==> config.mk <==
export PLATFORM = sky130hd
export DESIGN_NAME = ladybird_irq_controller
export DESIGN_NICKNAME = d
export VERILOG_FILES = /design/src/rtl/ladybird_irq_controller_pkg.sv /design/src/rtl/ladybird_irq_controller_prio_arbiter.sv /design/src/rtl/ladybird_irq_controller.sv
export SDC_FILE = /design/constraint.sdc
export NUM_CORES = 1
export LEC_CHECK = 0
export CORE_AREA = 2 2 130 120
export DETAILED_ROUTE_END_ITERATION = 10
export DIE_AREA = 0 0 132 122
export GPL_TIMING_DRIVEN = 0
export RECOVER_POWER = 25
export SKIP_LAST_GASP = 1
export SLEW_MARGIN = 20
export SYNTH_ARGS = -nofsm -noshare
export SYNTH_HDL_FRONTEND = slang
export SYNTH_SLANG_ARGS = --single-unit
export TNS_END_PERCENT = 1
==> constraint.sdc <==
create_clock -name clk -period 11.8 [get_ports clk]
set_clock_uncertainty 0.05 [all_clocks]
set_input_delay 1.77 -clock clk [delete_from_list [all_inputs] [get_ports clk]]
set_output_delay 1.77 -clock clk [all_outputs]
set_load 0.05 [all_outputs]
==> src/rtl/ladybird_irq_controller_pkg.sv <==
// ladybird_irq_controller_pkg: register offsets and shared types for the interrupt controller
package ladybird_irq_controller_pkg;
  localparam int IRQ_PRIO_W = 3;
  typedef logic [IRQ_PRIO_W-1:0] irq_prio_t;
  localparam logic [7:0] IRQ_PENDING   = 8'h00;
  localparam logic [7:0] IRQ_ENABLE    = 8'h04;
  localparam logic [7:0] IRQ_MODE      = 8'h08;
  localparam logic [7:0] IRQ_THRESHOLD = 8'h0C;
  localparam logic [7:0] IRQ_CLAIM     = 8'h10;
  localparam logic [7:0] IRQ_PRIO_BASE = 8'h20;
endpackage

==> src/rtl/ladybird_irq_controller_prio_arbiter.sv <==
// ladybird_prio_arbiter: picks the highest-priority eligible source, lowest index on ties, as a 1-based id
module ladybird_prio_arbiter #(
  parameter int N = 8,
  parameter int PRIO_W = 3,
  parameter int ID_W = $clog2(N + 1)
) (
  input  logic [N-1:0]        eligible,
  input  logic [N*PRIO_W-1:0] prio,
  output logic                valid,
  output logic [ID_W-1:0]     id
);
  logic [PRIO_W-1:0] best;
  // strict greater-than keeps the earliest index when priorities tie
  always_comb begin
    valid = 1'b0;
    id = '0;
    best = '0;
    for (int i = 0; i < N; i++)
      if (eligible[i] && (!valid || prio[i*PRIO_W +: PRIO_W] > best)) begin
        valid = 1'b1;
        id = ID_W'(i + 1);
        best = prio[i*PRIO_W +: PRIO_W];
      end
  end
endmodule

==> src/rtl/ladybird_irq_controller.sv <==
// ladybird_irq_controller: prioritised interrupt aggregation with claim/complete register port
module ladybird_irq_controller
  import ladybird_irq_controller_pkg::*;
#(
  parameter int N_SRC = 8,
  parameter int PRIO_W = IRQ_PRIO_W,
  parameter int SYNC_STAGES = 2
) (
  input  logic                       clk,
  input  logic                       nrst,
  input  logic [N_SRC-1:0]           src,
  input  logic                       reg_req,
  input  logic                       reg_we,
  input  logic [7:0]                 reg_addr,
  input  logic [31:0]                reg_wdata,
  output logic [31:0]                reg_rdata,
  output logic                       reg_ack,
  output logic                       irq,
  input  logic                       complete,
  output logic [$clog2(N_SRC+1)-1:0] claim_id
);
  localparam int ID_W = $clog2(N_SRC + 1);
  logic [N_SRC-1:0] sync [SYNC_STAGES];
  logic [N_SRC-1:0] s_lvl, s_prev, rise, clr, pending, enable, mode, elig;
  logic [PRIO_W-1:0] threshold;
  logic [PRIO_W-1:0] prio [N_SRC];
  logic [N_SRC*PRIO_W-1:0] prio_flat;
  logic arb_valid, best_valid, rd, wr, done, claim_ok, prio_hit;
  logic [ID_W-1:0] arb_id, best_id, active, act_c, claim_val;
  logic [5:0] prio_sel;
  logic [31:0] rd_val;
  assign s_lvl = sync[SYNC_STAGES-1];
  assign rise = s_lvl & ~s_prev;
  assign rd = reg_req && !reg_we;
  assign wr = reg_req && reg_we;
  assign prio_sel = reg_addr[7:2] - 6'd8;
  assign prio_hit = reg_addr >= IRQ_PRIO_BASE && reg_addr[1:0] == 2'b00 && {26'b0, prio_sel} < 32'(N_SRC);
  assign done = complete || (wr && reg_addr == IRQ_CLAIM && reg_wdata == 32'(active));
  assign act_c = done ? '0 : active;
  assign claim_ok = rd && reg_addr == IRQ_CLAIM && best_valid && act_c == '0;
  assign claim_val = claim_ok ? best_id : '0;
  assign irq = best_valid && active == '0;
  assign claim_id = active;
  // eligibility, claim clear mask and read mux
  always_comb begin
    prio_flat = '0;
    clr = '0;
    for (int i = 0; i < N_SRC; i++) begin
      prio_flat[i*PRIO_W +: PRIO_W] = prio[i];
      elig[i] = pending[i] && enable[i] && prio[i] > threshold;
      clr[i] = claim_ok && best_id == ID_W'(i + 1);
    end
    rd_val = reg_addr == IRQ_PENDING ? 32'(pending) :
             reg_addr == IRQ_ENABLE ? 32'(enable) :
             reg_addr == IRQ_MODE ? 32'(mode) :
             reg_addr == IRQ_THRESHOLD ? 32'(threshold) :
             reg_addr == IRQ_CLAIM ? 32'(claim_val) : 32'h0;
    for (int i = 0; i < N_SRC; i++)
      if (prio_hit && prio_sel == 6'(i)) rd_val = 32'(prio[i]);
  end
  ladybird_prio_arbiter #(.N(N_SRC), .PRIO_W(PRIO_W), .ID_W(ID_W)) u_arb (
    .eligible(elig),
    .prio(prio_flat),
    .valid(arb_valid),
    .id(arb_id)
  );
  // synchronisers, pending tracking, configuration registers and service state
  always_ff @(posedge clk) begin
    if (!nrst) begin
      for (int k = 0; k < SYNC_STAGES; k++) sync[k] <= '0;
      s_prev <= '0;
      pending <= '0;
      enable <= '0;
      mode <= '0;
      threshold <= '0;
      for (int i = 0; i < N_SRC; i++) prio[i] <= '0;
      active <= '0;
      best_valid <= 1'b0;
      best_id <= '0;
      reg_ack <= 1'b0;
      reg_rdata <= '0;
    end else begin
      sync[0] <= src;
      for (int k = 1; k < SYNC_STAGES; k++) sync[k] <= sync[k-1];
      s_prev <= s_lvl;
      pending <= (mode & (rise | (pending & ~clr))) | (~mode & s_lvl);
      if (wr && reg_addr == IRQ_ENABLE) enable <= reg_wdata[N_SRC-1:0];
      if (wr && reg_addr == IRQ_MODE) mode <= reg_wdata[N_SRC-1:0];
      if (wr && reg_addr == IRQ_THRESHOLD) threshold <= reg_wdata[PRIO_W-1:0];
      for (int i = 0; i < N_SRC; i++)
        if (wr && prio_hit && prio_sel == 6'(i)) prio[i] <= reg_wdata[PRIO_W-1:0];
      active <= claim_ok ? best_id : act_c;
      best_valid <= arb_valid;
      best_id <= arb_id;
      reg_ack <= reg_req;
      reg_rdata <= rd ? rd_val : '0;
    end
  end
endmodule

== After elaboration in Yosys (flattened, before gate mapping) ==
Memory sizes are Yosys's and may differ from the RTL's.
Index checks and enable logic that the tools add are counted.

* Register bits: 77
* Bits in latches: 0
* RAM bits: 40
* ROM bits: 0
* Output and inout bits: 38
* Word-level logic and storage cells: 235
* Memories kept: 2

* Add/subtract/negate cells: 1
* Multiply operators: 0
* Divide/modulo/power cells: 0
* Order comparisons: 17
* Eq/ne operators: 20
* Shift-type cells: 0
* Muxes and demuxes: 75
* Bitwise logic cells: 21
* Reduce and logical (&&, ||, !) cells: 86

{| class="wikitable"
|+ Memory list
! name !! depth !! bits a word !! rd ports !! clocked after memory_dff !! write ports !! RTL line !! RTL
|-
| prio || 8 || 3 || 8 || 0 || 8 || ladybird_irq_controller.sv:26 || <nowiki>logic [PRIO_W-1:0] prio [N_SRC];</nowiki>
|-
| sync || 2 || 8 || 2 || 0 || 2 || ladybird_irq_controller.sv:23 || <nowiki>logic [N_SRC-1:0] sync [SYNC_STAGES];</nowiki>
|}

{| class="wikitable"
|+ Operators by type and width
! cell !! count
|-
| 3-bit two-way mux || 27
|-
| 1-bit logical AND || 61
|-
| 3-bit > comparator || 15
|-
| 8-bit two-way mux || 5
|-
| 1-bit two-way mux || 35
|-
| 8-bit bitwise AND || 4
|-
| 32-bit by 4-bit equality test with 1-bit output || 1
|-
| 6-bit by 3-bit equality test with 1-bit output (second input constant) || 4
|-
| 4-bit two-way mux || 6
|-
| 8-bit inverter || 3
|-
| 4-bit by 3-bit equality test with 1-bit output (second input constant) || 4
|-
| 8-bit by 4-bit equality test with 1-bit output (second input constant) || 2
|-
| 8-bit bitwise OR || 2
|-
| 14-bit OR reduction || 1
|-
| 6-bit by 2-bit equality test with 1-bit output (second input constant) || 2
|-
| 1-bit bitwise OR || 10
|-
| 10-bit OR reduction || 1
|-
| 4-bit by 2-bit equality test with 1-bit output (second input constant) || 2
|-
| 8-bit by 3-bit equality test with 1-bit output (second input constant) || 1
|-
| 8-bit by 5-bit equality test with 1-bit output (second input constant) || 1
|-
| 8-bit by 6-bit greater-or-equal comparator with 1-bit output (second input constant) || 1
|-
| 1-bit logical NOT || 8
|-
| 4-bit logical NOT || 2
|-
| 8-bit logical NOT || 1
|-
| 12 further kinds || 21
|}

== Depth between registers and ports, before layout ==
Gate-level depths: netlist of the first run.
An unclocked memory read counts as a cell.

* Depth in word-level cells: 32
* Gate-level depth with buffers: 60
* Depth with buffers taken out: 58

== Cells and area by module ==
Synthesis of the first run repeated with hierarchy kept, for this count alone.

* Cell total of the unflattened synthesis: 664
* Area, all modules: 5958.2 um^2

{| class="wikitable"
|+ By module, submodules not included
! module !! times used !! cells an instance !! area an instance (um^2) !! sequential area each (um^2)
|-
| ladybird_irq_controller || 1 || 526 || 4939.7 || 2102.0
|-
| ladybird_prio_arbiter || 1 || 138 || 1018.5 || 0.0
|}

== Least setup slack after synthesis of the first run ==
No wires, ideal clock.

* Kind: register to register
* Start: register threshold[1]
* End: register best_id[0]
* Library setup time: 116 ps
* Arrival time: 9821 ps
* Data required time: 11634 ps
* Setup slack: 1813 ps
* Stages on the path, launching flop included: 55
* Path buffers: 2
* Period minus slack after synthesis: 9987 ps
* Path through: dfxtp_1 > inv_1 > ha_1 > and2b_1 > o311a_1 > nand3_1 > ha_1 > a211o_1 > a31oi_1 > a22oi_1 > ha_1 > nor2b_1 > o21a_1 > o21ai_0 > a21boi_1 > and2_1 > or2_2 > ha_1 > (+19 left out) > o41ai_1 > nand2_1 > o21a_1 > a22oi_1 > ha_1 > a21o_1 > a21oi_1 > a311o_1 > o41a_1 > o211a_1 > a21oi_1 > ha_1 > a21o_1 > a21oi_1 > a31oi_1 > a31oi_1 > o21ai_0 > and3b_1

* Longest elaborated chain between the ends: 31
* Elaborated cells between the ends (all ways): 66

{| class="wikitable"
|+ Ends and longest elaborated chain
! element !! RTL line !! RTL
|-
| from (decl) || ladybird_irq_controller.sv:25 || <nowiki>logic [PRIO_W-1:0] threshold;</nowiki>
|-
| from (signal assigned) || ladybird_irq_controller.sv:89 || <nowiki>if (wr && reg_addr == IRQ_THRESHOLD) threshold <= reg_wdata[PRIO_W-1:0];</nowiki>
|-
| 3-bit > comparator || ladybird_irq_controller.sv:50 || <nowiki>elig[i] = pending[i] && enable[i] && prio[i] > threshold;</nowiki>
|-
| 1-bit logical AND || ladybird_irq_controller.sv:50 ||
|-
| 3-bit two-way mux / 1-bit two-way mux (equally long branches) || ladybird_irq_controller_prio_arbiter.sv:19 || <nowiki>if (eligible[i] && (!valid || prio[i*PRIO_W +: PRIO_W] > best)) begin</nowiki>
|-
| 3-bit > comparator / 1-bit logical NOT (equally long branches) || ladybird_irq_controller_prio_arbiter.sv:19 ||
|-
| 1-bit logical OR || ladybird_irq_controller_prio_arbiter.sv:19 ||
|-
| 1-bit logical AND || ladybird_irq_controller_prio_arbiter.sv:19 ||
|-
| 3-bit two-way mux / 1-bit two-way mux (equally long branches) || ladybird_irq_controller_prio_arbiter.sv:19 ||
|-
| 3-bit > comparator / 1-bit logical NOT (equally long branches) || ladybird_irq_controller_prio_arbiter.sv:19 ||
|-
| (+15 left out) || - ||
|-
| 3-bit > comparator / 1-bit logical NOT (equally long branches) || ladybird_irq_controller_prio_arbiter.sv:19 ||
|-
| 1-bit logical OR || ladybird_irq_controller_prio_arbiter.sv:19 ||
|-
| 1-bit logical AND || ladybird_irq_controller_prio_arbiter.sv:19 ||
|-
| 3-bit two-way mux / 1-bit two-way mux (equally long branches) || ladybird_irq_controller_prio_arbiter.sv:19 ||
|-
| 3-bit > comparator / 1-bit logical NOT (equally long branches) || ladybird_irq_controller_prio_arbiter.sv:19 ||
|-
| 1-bit logical OR || ladybird_irq_controller_prio_arbiter.sv:19 ||
|-
| 1-bit logical AND || ladybird_irq_controller_prio_arbiter.sv:19 ||
|-
| 2-bit OR reduction (no line) || - ||
|-
| to (signal assigned) || ladybird_irq_controller.sv:94 || <nowiki>best_id <= arb_id;</nowiki>
|-
| to (decl) || ladybird_irq_controller.sv:29 || <nowiki>logic [ID_W-1:0] arb_id, best_id, active, act_c, claim_val;</nowiki>
|}

Parallel ways exist; a longest one is shown, timed or not.
A chain may end at the register's enable or synchronous reset.

== Worst setup path after layout of the first run ==
* Start: register threshold[1]
* End: register best_id[2]

The elaborated chain is that of the path after synthesis.

==> impl_results.md, run 1 <==
* IO Pins at 91
* Placer Congestion at 0.9600
* Flops & latches, synth at 93
* Nets at 836
* Post-synthesis mux area share at 4.856%
* DP Wirelength at 12.79 mm
* Crit. End Element: flop
* Initial antenna violation count at 0
* Cell mode on critical path: ha_1
* Synth Area in Adders at 10.20%
* Endpoints failing setup at 0
* Detailed Route Iter0 Violations at 544
* Register area at 2103 um2
* Number of distinct library cells after synthesis at 78
* Die width at 132 um
* Placed inst area at 6643 um2
* # fillers at 1440
* Clock root cell: clkbuf_16
* Sink Count at 93
* Routed Antenna Nets at 0
* Hold/Removal Path Class: reg -> reg
* Top_reg_cell synth: dfxtp_1
* Total CTS buffers at 9
* GR Util All Layers at 20.62%
* WL/cell at 17.37 um
* Vias per cell at 5.529
* Number of synthesized flops with an enable pin at 24
* Design Area, Final at 7044 um2
* Synth Instances at 628
* Core area at 14900 um2
* Fmax at 89.99 MHz
* Share of layout cells above drive strength 1 at 11.19%
* CTS clk-pin slew, worst paths at 70 ps
* Ys Warns at 0
* CTS tree: built
* Vias in the first global route at 4934
* Area Growth Syn to Fin at 24.83%
* # H-tree levels at 3
* Power per cell area at 103.0 nW/um2
* Post-route minimum period at 11110 ps
* Slew margin rel. at 46.99%
* Height of the chip at 122 um
* CTS max path bufs at 2
* Final cell count without fillers at 944
* # placed instances at 919
* Status: completed
* Max cap viols at 0
* Final period util at 94.17%
* Num rows at 43
* Post-Synth XOR/XNOR Area at 0.7761%
* WP data arrival at 11320 ps
* Ant. Diodes at 0
* Die area at 16100 um2
* Area taken by multi-input logic gates at 3288 um2
* Final Hold Vio Count at 0
* RR Startpoint: threshold[1]$_SDFFE_PN0P_
* PortBufs at 66
* Simple-gate area share of the yosys netlist at 21.18%
* Static leakage at 2.657 nW
* Setup ws final at 687.5 ps
* Worst hold slack at 383.4 ps
* Drt total wl at 16.40 mm
* Mapped cell area at 5643 um2
* Post-synthesis sequential area ratio at 37.25%
* Synth Area in Compound Gates at 19.14%
* Worst Path Max Fanout at 10
* Util after Layout at 47.27%
* Starting Density at 37.86%
* DR pass1 iterations at 6
* GR Overflow Total at 0
* Via count at 5219
* Hold_sp: sync[0][2]$_SDFF_PN0_
* Largest net degree at the start of global routing at 18
* Max VDD drop at 0.07656 mV
* Commonest cells after routing, fill and taps aside: 68 x nor2_1, 68 x dfxtp_1, 58 x clkdlybuf4s50_1
* Largest family of logic cells by synthesized area: simple AND/OR/NAND/NOR gates
* Worst Max-Slew Pin Slew at 785.2 ps
* Critical Path RT at 12000 ps
* Crit. Startpoint: threshold[1]$_SDFFE_PN0P_
* Critical path launch point type: flop
* Ys async rst share at 0%
* # DRC at 0
* Slowest cell delay on critical path at 390 ps
* Post-Syn Area per Cell at 8.986 um2
* Pre-CTS setup slack at -228.3 ps
* Global-route wire length before repair at 25.82 mm
* CP max stage cell: dfxtp_1
* Critical path class: reg -> reg
* Slew Viols, Final at 0
* Clk Latency, worst-skew pair at 350 ps
[repair_timing]
action	4_1_cts	5_1_grt
resized for setup	4	11
hold buffers	0	0
endpoints found under the setup margin	3	4
pin swaps	1	1
buffers inserted	1	8
[layer usage]
layer	vias up	part of all wire [%]	global-route usage (%)
li1	2482	-	-
met1	2465	44	26.99
met2	241	46	33.66
met3	31	8.0	4.827
met4	0	2.0	6.929
met5	-	0	0
[power breakdown]
| group | switching, mW | internal (mW) |
|---|---|---|
| Clock | 0.131 | 0.152 |
| Combinational | 0.0568 | 0.0401 |
| Sequential | 0.00931 | 0.336 |
[layout make-up]
cell class	instances	share of cell area (%)
plain buffers	43	3.748
clock buffers	10	3.393
clock inverters	6	0.7460
inverters	29	1.652
multi-input cells	486	46.68
flip-flops and latches	93	29.86
well taps	202	3.588
repair buffers	75	10.34
[registers in the layout, indices dropped and copies added (netlist names)]
signal	flops
best_id	4
prio	24
pending	8
sync	16
reg_ack	1
enable	8
reg_rdata	8
s_prev	8
mode	8
best_valid	1
claim_id	4
threshold	3
[final timing paths]
path / endpoint / slack, ps / cells after the start
min: sync[0][10]$_SDFF_PN0_ / 380 / 1
max: best_id[2]$_SDFF_PP0_ / 690 / 56
max reg2reg: best_id[2]$_SDFF_PP0_ / 690 / 56
min reg2reg: sync[0][10]$_SDFF_PN0_ / 380 / 1
[critical path, delay by kind of cell, from the launching register on]
| family | cells | cell delay, ps |
|---|---|---|
| compound gates | 34 | 5630 |
| fa+ha+maj | 8 | 2440 |
| buf+inv | 3 | 550 |
| flops | 1 | 390 |
| simple gates | 11 | 1930 |
[Yosys cell counts (5+ instances only)]
cell	count	area [um2]
and2_1	33	206.5
a21o_1	6	45.04
nor4_1	9	56.30
nand3_1	27	135.1
o2111ai_1	6	52.55
a21oi_1	33	165.2
nor2_1	68	255.2
clkbuf_1	16	60.06
buf_4	24	180.2
nor3_1	15	75.07
o21a_1	8	60.06
inv_1	28	105.1
o22a_1	5	43.79
nand2_1	34	127.6
edfxtp_1	24	720.7
a31oi_1	12	75.07
mux2i_1	24	240.2
o21ai_0	25	125.1
nor2b_1	14	87.58
a22oi_1	9	67.56
ha_1	46	575.6
o22ai_1	6	37.54
dfxtp_1	69	1381
[cell families (layout without fill, tap and decap cells)]
logic type / count (synthesis) / after routing
compound gates: 155 / 155
xor+xnor: 5 / 5
fa+ha+maj: 46 / 46
buf+inv: 72 / 163
flops: 93 / 93
mux: 27 / 27
other cells: 1 / 24
simple gates: 229 / 229
[through the flow]
step	setup TNS (ps)	total power, mW
floorplan	0	0.4097
global placement	0	0.4448
detailed placement	-538.0	0.4479
CTS	0	0.7301
global route	-42.48	0.7534
finish	0	0.7258
Note: power is estimated with default switching activity, not from simulation.
==> inputs of run 2 (changes only) <==
- CAP_MARGIN: default -> 15
- CORE_AREA: 2 2 130 120 -> 2 2 111 102
- DIE_AREA: 0 0 132 122 -> 0 0 113 104
- PLACE_DENSITY: default -> 0.8
==> run 2 against run 1 <==
  * The run now ends with design-rule violations left
  * Setup slack worse by 30 ps
  * Via count grew 0.82%
  * Clock power hardly changed
  * Register-to-register slack lost 30 ps
  * Core utilization grew 18 points
  * Routed wire length increased by 0.63%
  * Largest cell class unchanged
==> impl_results.md, run 2 (same netlist as run 1, synthesis figures left out) <==
* Status: finished, violations left
* Failing checks: design-rule violations
* Critical Path RT at 12010 ps (about the same)
* Height of the chip at 104 um (-15%)
* Setup TNS at 0 ps (unchanged)
* CP max stage cell: dfxtp_1
* Final Hold Vio Count at 0 (unchanged)
* Number of cells on the worst reg-to-reg path at 56 (unchanged)
* Critical path launch point type: flop
* Flop pwr share at 47.4% (-0.2 points)
* Critical path class: reg -> reg
* GR Overflow Total at 0 (unchanged)
* Post-Route M1 WL at 6.782 mm (-5.7%)
* Die width at 113 um (-14%)
* Met3 routed WL at 1.620 mm (+23%)
* Placer Congestion at 0.9761 (+1.7%)
* PortBufs at 66 (unchanged)
* Top reg by flops: prio
* Static leakage at 2.629 nW (-1.1%)
* Net switching power figure at 0.2030 mW (+2.9%)
* Pwr Total at 0.7279 mW (+0.29%)
* Total CTS buffers at 9 (unchanged)
* Routed Antenna Nets at 0 (unchanged)
* Fmax at 89.74 MHz (-0.27%)
* Area Growth Syn to Fin at 23.33%
* Power per cell area at 104.6 nW/um2 (+1.5%)
* Min-Delay Path Depth at 1 (unchanged)
* CTS tree: built
* Max cap viols at 0 (unchanged)
* Initial antenna violation count at 0 (unchanged)
* Vias in the first global route at 5254 (+6.5%)
* Clk pwr share at 39.1% (about the same)
* Pre-CTS setup slack at -147.5 ps (+80.75 ps)
* Worst Max-Slew Pin Slew at 711.6 ps (-73.57 ps)
* Largest register FFs at 24 (unchanged)
* Cell mode on critical path: ha_1
* Share of layout cells above drive strength 1 at 11.20% (+0.015 points)
* Design Area, Final at 6959 um2 (-1.2%)
* Met2 Routed Length at 7.725 mm (+2.0%)
* Via count at 5262 (+0.82%)
* Combinational power share at 13.5% (about the same)
* Final period util at 94.43% (+0.26 points)
* Commonest cells after routing, fill and taps aside: 68 x nor2_1, 68 x dfxtp_1, 61 x clkdlybuf4s50_1
* Max VDD drop at 0.08713 mV (+14%)
* Ant. Diodes at 0 (unchanged)
* Clk Latency, worst-skew pair at 350 ps (about the same)
* Slowest cell delay on critical path at 380 ps (about the same)
* WP data arrival at 11360 ps (+40 ps)
* Placed inst area at 6556 um2 (-1.3%)
* Core area at 10630 um2 (-29%)
* Highest metal used: met4
* DP Wirelength at 12.57 mm (-1.7%)
* IO Pins at 91 (unchanged)
* Drt total wl at 16.51 mm (+0.63%)
* # H-tree levels at 3 (unchanged)
* Setup ws final at 657.1 ps (-30.43 ps)
* Nets at 835 (-0.12%)
* R2R setup slack at 660 ps (-30 ps)
* Num rows at 36 (-16%)
* Worst Path Max Fanout at 10 (unchanged)
* Slew margin rel. at 51.96% (+5.0 points)
* Pint at 0.5249 mW (-0.70%)
* Sink Count at 93 (unchanged)
* Largest net degree at the start of global routing at 19 (+1)
* Vias per cell at 6.021 (+8.9%)
* Starting Density at 53.08% (+15 points)
* Top Registers: prio (24), sync (16)
* Slew Viols, Final at 0 (unchanged)
* WL/cell at 18.88 um (+8.7%)
* GR Util All Layers at 28.59% (+8.0 points)
* Sw frac at 27.89% (+0.72 points)
* CTS clk-pin slew, worst paths at 70 ps (about the same)
* Global-route wire length before repair at 26.62 mm (+3.1%)
* Clock root cell: clkbuf_16
* Endpoints failing setup at 0 (unchanged)
* Die area at 11750 um2 (-27%)
* # hold bufs at CTS at 0 (unchanged)
* DR pass1 iterations at 8 (+2)
* Crit. End Element: flop
* Hold/Removal Path Class: reg -> reg
* CTS max path bufs at 2 (unchanged)
* Detailed Route Iter0 Violations at 452 (-17%)
* # DRC at 6 (+6)
* Post-route minimum period at 11140 ps (+30.43 ps)
==> run 2: final timing paths <==
| kind | end | startpoint |
|---|---|---|
| max | best_id[2]$_SDFF_PP0_ | threshold[1]$_SDFFE_PN0P_ |
| min | sync[0][13]$_SDFF_PN0_ | sync[0][5]$_SDFF_PN0_ |
| max reg2reg | best_id[2]$_SDFF_PP0_ | threshold[1]$_SDFFE_PN0P_ |
| min reg2reg | sync[0][13]$_SDFF_PN0_ | sync[0][5]$_SDFF_PN0_ |
==> run 2: worst max-delay path, delay by kind of cell, from the launching register on <==
| kind | cells | cell delay [ps] |
|---|---|---|
| simple gates | 11 | 1980 |
| compound gates | 34 | 5670 |
| flops | 1 | 380 |
| buf+inv | 3 | 540 |
| fa+ha+maj | 8 | 2450 |
==> run 2: layer usage <==
metal	GRT usage (%)	vias to the layer above
met4	8.537	0
met5	0	-
met2	47.26	291
met3	8.042	40
met1	36.35	2452
li1	-	2479
==> run 2: power groups by stage <==
stage	clock, mW	sequential [mW]	combinational (mW)
6_report	0.285	0.345	0.0982
3_3_place_gp	0	0.352	0.0918
5_1_grt	0.298	0.346	0.106
4_1_cts	0.287	0.344	0.0962
2_1_floorplan	0	0.348	0.0612
3_5_place_dp	0	0.352	0.0954
==> run 2: layout make-up <==
class                           count  area [um2]
Buffer                             43       264.0
Clock buffer                        9       225.2
Clock inverter                      7       67.56
Fill cell                         912        3671
Inverter                           29       116.4
Multi-Input combinational cell    486        3296
Sequential cell                    93        2103
Tap cell                          133       166.4
Timing Repair Buffer               74       720.7
==> run 2: repair_timing <==
item                                    CTS  global route
pin swaps                                 1             1
resized for setup                         4            12
endpoints found under the setup margin    3             4
setup buffers                             2             6
==> run 2: per-stage QoR <==
| stage | util, % | instances | hold slack [ps] |
|---|---|---|---|
| CTS | 64.71 | 868 | 380.5 |
| global placement | 61.68 | 850 | 365.5 |
| floorplan | - | 651 | 361.9 |
| detailed placement | 61.68 | 850 | 368.5 |
| finish | 65.47 | 874 | 379.9 |
| global route | 65.47 | 874 | 383.0 |
